==> src/rtl/regpipe_issue_ctrl.sv <==
// Issue controller for the register/ALU/memory pipeline: queues instructions in a
// FIFO and issues one per cycle, holding the head while a source is still in flight.
module regpipe_issue_ctrl #(
    parameter int DEPTH  = 4,
    parameter int WB_LAT = 3
) (
    input  logic        clk1,
    input  logic        rst,
    input  logic        in_valid,
    output logic        in_ready,
    input  logic [3:0]  in_r1,
    input  logic [3:0]  in_r2,
    input  logic [3:0]  in_rd,
    input  logic [3:0]  in_func,
    input  logic [7:0]  in_addr,
    input  logic        flush,
    output logic        iss_valid,
    output logic [3:0]  iss_r1,
    output logic [3:0]  iss_r2,
    output logic [3:0]  iss_rd,
    output logic [3:0]  iss_func,
    output logic [7:0]  iss_addr,
    output logic [15:0] issue_cnt,
    output logic [15:0] stall_cnt
);

    localparam int AW  = $clog2(DEPTH);
    localparam int SBN = WB_LAT - 1;

    typedef struct packed {
        logic [3:0] r1;
        logic [3:0] r2;
        logic [3:0] rd;
        logic [3:0] func;
        logic [7:0] addr;
    } instr_t;

    instr_t      mem_q [DEPTH];
    instr_t      mem_d [DEPTH];
    logic [AW:0] wr_ptr_q, wr_ptr_d;
    logic [AW:0] rd_ptr_q, rd_ptr_d;
    logic        sb_v_q  [SBN];
    logic        sb_v_d  [SBN];
    logic [3:0]  sb_rd_q [SBN];
    logic [3:0]  sb_rd_d [SBN];
    instr_t      iss_q, iss_d;
    logic        iss_valid_q, iss_valid_d;
    logic [15:0] issue_cnt_q, issue_cnt_d;
    logic [15:0] stall_cnt_q, stall_cnt_d;

    logic   empty, full, hazard, do_issue, do_stall, do_push;
    instr_t head, in_instr;

    assign in_instr = {in_r1, in_r2, in_rd, in_func, in_addr};
    assign empty    = (wr_ptr_q == rd_ptr_q);
    assign full     = (wr_ptr_q[AW] != rd_ptr_q[AW]) &&
                      (wr_ptr_q[AW-1:0] == rd_ptr_q[AW-1:0]);
    assign in_ready = !full && !flush;
    assign head     = mem_q[rd_ptr_q[AW-1:0]];
    assign do_push  = in_valid && in_ready;
    assign do_issue = !empty && !hazard && !flush;
    assign do_stall = !empty && hazard && !flush;

    // Both sources are compared regardless of func; no forwarding path exists.
    always_comb begin
        hazard = 1'b0;
        for (int i = 0; i < SBN; i++) begin
            if (sb_v_q[i] && ((sb_rd_q[i] == head.r1) || (sb_rd_q[i] == head.r2))) begin
                hazard = 1'b1;
            end
        end
    end

    always_comb begin
        mem_d       = mem_q;
        wr_ptr_d    = wr_ptr_q;
        rd_ptr_d    = rd_ptr_q;
        iss_d       = iss_q;
        iss_valid_d = do_issue;
        issue_cnt_d = issue_cnt_q;
        stall_cnt_d = stall_cnt_q;

        if (do_push) begin
            mem_d[wr_ptr_q[AW-1:0]] = in_instr;
        end

        if (flush) begin
            wr_ptr_d = '0;
            rd_ptr_d = '0;
        end else begin
            if (do_push) wr_ptr_d = wr_ptr_q + (AW+1)'(1);
            if (do_issue) rd_ptr_d = rd_ptr_q + (AW+1)'(1);
        end

        if (do_issue) begin
            iss_d       = head;
            issue_cnt_d = issue_cnt_q + 16'd1;
        end
        if (do_stall) begin
            stall_cnt_d = stall_cnt_q + 16'd1;
        end

        // Scoreboard keeps shifting through flushes so retiring writes stay visible.
        sb_v_d[0]  = do_issue;
        sb_rd_d[0] = iss_d.rd;
        for (int i = 1; i < SBN; i++) begin
            sb_v_d[i]  = sb_v_q[i-1];
            sb_rd_d[i] = sb_rd_q[i-1];
        end
    end

    always_ff @(posedge clk1) begin
        if (rst) begin
            for (int i = 0; i < DEPTH; i++) mem_q[i] <= '0;
            for (int i = 0; i < SBN; i++) begin
                sb_v_q[i]  <= 1'b0;
                sb_rd_q[i] <= 4'd0;
            end
            wr_ptr_q    <= '0;
            rd_ptr_q    <= '0;
            iss_q       <= '0;
            iss_valid_q <= 1'b0;
            issue_cnt_q <= 16'd0;
            stall_cnt_q <= 16'd0;
        end else begin
            for (int i = 0; i < DEPTH; i++) mem_q[i] <= mem_d[i];
            for (int i = 0; i < SBN; i++) begin
                sb_v_q[i]  <= sb_v_d[i];
                sb_rd_q[i] <= sb_rd_d[i];
            end
            wr_ptr_q    <= wr_ptr_d;
            rd_ptr_q    <= rd_ptr_d;
            iss_q       <= iss_d;
            iss_valid_q <= iss_valid_d;
            issue_cnt_q <= issue_cnt_d;
            stall_cnt_q <= stall_cnt_d;
        end
    end

    assign iss_valid = iss_valid_q;
    assign iss_r1    = iss_q.r1;
    assign iss_r2    = iss_q.r2;
    assign iss_rd    = iss_q.rd;
    assign iss_func  = iss_q.func;
    assign iss_addr  = iss_q.addr;
    assign issue_cnt = issue_cnt_q;
    assign stall_cnt = stall_cnt_q;

endmodule

==> config.mk <==
export PLATFORM = sky130hd
export DESIGN_NAME = regpipe_issue_ctrl
export DESIGN_NICKNAME = d
export VERILOG_FILES = /design/src/rtl/regpipe_issue_ctrl.sv
export SDC_FILE = /design/constraint.sdc
export NUM_CORES = 1
export LEC_CHECK = 0
export ABC_AREA = 0
export CORE_ASPECT_RATIO = 2
export CORE_MARGIN = 2
export CORE_UTILIZATION = 35
export CTS_CLUSTER_DIAMETER = 50
export CTS_CLUSTER_SIZE = 40
export DETAILED_ROUTE_END_ITERATION = 8
export GPL_TIMING_DRIVEN = 0
export PLACE_DENSITY = 0.52
export SYNTH_ARGS = -nofsm -noshare
export SYNTH_HDL_FRONTEND = slang
export SYNTH_SLANG_ARGS = --single-unit
==> constraint.sdc <==
create_clock -name clk1 -period 7.46 [get_ports clk1]
set_input_delay 1.119 -clock clk1 [delete_from_list [all_inputs] [get_ports clk1]]
set_output_delay 1.119 -clock clk1 [all_outputs]
set_load 0.01 [all_outputs]
==> results_dict.tcl <==
set metrics [dict create \
    status "complete, no violations" \
    critPathBufInv 3 \
    fin_crit_sh 0.480 \
    cts_max_level 4 \
    ys_warn_count 0 \
    cts_sinks 164 \
    syn2layout_area_growth_pct 24.1 \
    cts-root-buf "clkbuf_16" \
    setup_viol 0 \
    final_util 0.438 \
    postCtsHoldBufs 0 \
    dp_hpwl_um 16500 \
    setup_slack_ns 3.88 \
    fmax_mhz 279 \
    final_cell_mix "dfxtp_1, a21oi_1, nand2_1, nand3_1, clkdlybuf4s50_1" \
    rsz0062_at_grt "no" \
    die_x_um 105 \
    grt_first_pass_wirelength_um 34900 \
    cts_tree "done" \
    drc 0 \
    core_area_um2 20300 \
    finalMaxSlewViolations 0 \
    track_usage 0.212 \
    gp_congestion 0.834 \
    ant_nets 0 \
    portBuffers 85 \
    vias 6161 \
    vdd_drop_max_mv 0.126 \
    grt_pass1_vias 6200 \
    tightest_slew_ns 0.910 \
    grt_max_degree 17 \
    crit_fanout 10 \
    antennaDiodeCount 0 \
    power.density_nw_per_um2 208 \
    num_rows 74 \
    hold_viol_final 0 \
    layout_commonest_cell "dfxtp_1" \
    syn-num-nets 829 \
    min_period_ns 3.58 \
    wl_um 22100 \
    drive_gt1_frac 0.0814 \
    clockBufferDepth 2 \
    endpoint_kind "output port" \
    start_util 0.353 \
    synth-seq-cells 164 \
    hp-class "reg2reg" \
    clk_latency_ns 0.43 \
    cp-start-kind "flop" \
    skew_ns 0.0145 \
    path_cells "buf_2 > buf_2 > xor2_1 > nor2_1 > a21oi_1 > clkdlybuf4s50_1" \
    dp_slack_ns 3.80 \
    io_pins 86 \
    cp.required_ns 6.34 \
    crit_path_top_delay_cell "clkdlybuf4s50_1" \
    die_area_um2 21700 \
    cpMostUsedCell "buf_2" \
    crit_type "reg2out" \
    clk_pin_slew_ns 0.06 \
    numCtsBuffers 17 \
    firstDrtPassIters 5 \
    critPathTopFamily "buffers and inverters" \
    antenna_found_initial 0 \
    ys_types 39 \
    viasPerCell 5.24 \
    gr-total-overflow 0 \
    worstPathArrival_ns 2.46 \
    num-nets-final 933 \
    nFillCells 2065 \
    wl_per_cell_um 18.8 \
    place_inst 1145 \
    crit_path_max_incr_delay_ns 0.59 \
    netlist_area_um2 7150 \
    p_leak_nw 2.91 \
    whs_ns 0.451 \
    ctsResizeCount 0 \
    yosysSeqAreaShare 0.459 \
    avgSynthCellArea_um2 9.01 \
    cap_violations 0 \
    fin_cells 1175 \
    tns_ns 0 \
    relSlewSlack 0.393 \
    syn-instance-count 794 \
    drtIter0Drc 310 \
    fp.dieH_um 206 \
    postCtsSetupRepairBufs 0 \
]
[synthesized netlist by cell type (all sizes together)]
| cell | number | share of area |
|---|---|---|
| and4 | 1 | 0.0012 |
| or2 | 1 | 0.00088 |
| nor3 | 8 | 0.0056 |
| o211ai | 1 | 0.0010 |
| a21boi | 2 | 0.0052 |
| or4 | 6 | 0.0063 |
| clkbuf | 50 | 0.026 |
| a31o | 1 | 0.0012 |
| o21ai | 6 | 0.0058 |
| o31ai | 6 | 0.0063 |
| inv | 7 | 0.0037 |
| mux2i | 28 | 0.039 |
| a21oi | 108 | 0.076 |
| dfxtp | 164 | 0.46 |
| or3 | 5 | 0.0044 |
| mux4 | 24 | 0.079 |
| nand4 | 15 | 0.013 |
| and2 | 1 | 0.00088 |
| xor2 | 7 | 0.0086 |
| nor3b | 1 | 0.0010 |
| nand2 | 107 | 0.056 |
| mux2 | 9 | 0.014 |
| nor2 | 55 | 0.029 |
| xnor2 | 25 | 0.031 |
| nand3 | 102 | 0.071 |
| and3 | 8 | 0.0070 |
| o2111ai | 2 | 0.0024 |
| ha | 7 | 0.012 |
| a211oi | 1 | 0.0010 |
| o31a | 1 | 0.0012 |
| buf | 19 | 0.017 |
| nor2b | 14 | 0.012 |
| nor4 | 2 | 0.0017 |
[through the flow]
stage          instance area (um2)  power [mW]
6_report                      8880        1.84
4_1_cts                       8880        1.86
5_1_grt                       8880        1.90
3_3_place_gp                  8340        1.03
2_1_floorplan                 7150       0.971
3_5_place_dp                  8340        1.03
[cell type report]
class | count | area [um2] | share of cell area
Timing Repair Buffer | 85 | 851 | 0.0958
Buffer | 69 | 309 | 0.0348
Sequential cell | 164 | 3280 | 0.370
Clock buffer | 21 | 460 | 0.0519
Inverter | 7 | 26.3 | 0.00296
Multi-Input combinational cell | 554 | 3530 | 0.398
Tap cell | 266 | 333 | 0.0375
Clock inverter | 9 | 82.6 | 0.00930
[worst min-delay path, cell delays in order (launching register included)]
cell and delay [ns]:
dfxtp_1 0.30, nand2_1 0.05, a21oi_1 0.05
[where the power goes]
group          internal [mW]  total (mW)  leakage, nW  switching [mW]
sequential             0.884       0.890         1.32         0.00532
combinational         0.0421       0.119         1.33          0.0767
clock                  0.471       0.835        0.253           0.363
total                   1.40        1.84         2.91           0.445
[kinds of logic (layout without fill, tap and decap cells)]
logic type | Yosys count | count (layout) | share of synthesized area
adder cells (fa/ha/maj) | 7 | 7 | 0.0122
XOR/XNOR | 32 | 32 | 0.0392
AO/OA/AOI/OAI | 128 | 128 | 0.0999
flip-flops | 164 | 164 | 0.459
AND/OR/NAND/NOR | 326 | 326 | 0.211
buffers and inverters | 76 | 191 | 0.0469
multiplexers | 61 | 61 | 0.132
[final timing paths]
check / from / endpoint / slack [ns] / cells past startpoint
setup / recovery: rd_ptr_q[1] / in_ready / 3.88 / 6
hold / removal: mem_q[31] / mem_q[31] / 0.45 / 2
setup reg to reg: rd_ptr_q[1] / iss_addr[1] / 4.21 / 11
hold reg to reg: mem_q[31] / mem_q[31] / 0.45 / 2
[registers in the layout, summed over array words and instances, names as in the netlist]
| name | cells |
|---|---|
| iss_addr | 8 |
| iss_func | 4 |
| iss_r1 | 4 |
| iss_r2 | 4 |
| iss_rd | 3 |
| issue_cnt | 16 |
| mem_q | 96 |
| rd_ptr_q | 3 |
| sb_rd_q | 5 |
| sb_v_q | 2 |
| stall_cnt | 16 |
| wr_ptr_q | 3 |
[layer usage]
| metal | share of wire | global-route usage |
|---|---|---|
| met2 | 0.58 | 0.425 |
| met3 | 0.025 | 0.0259 |
| met5 | 0 | 0 |
| met1 | 0.36 | 0.211 |
| met4 | 0.030 | 0.0981 |
Power figures use the tool's default switching activity.
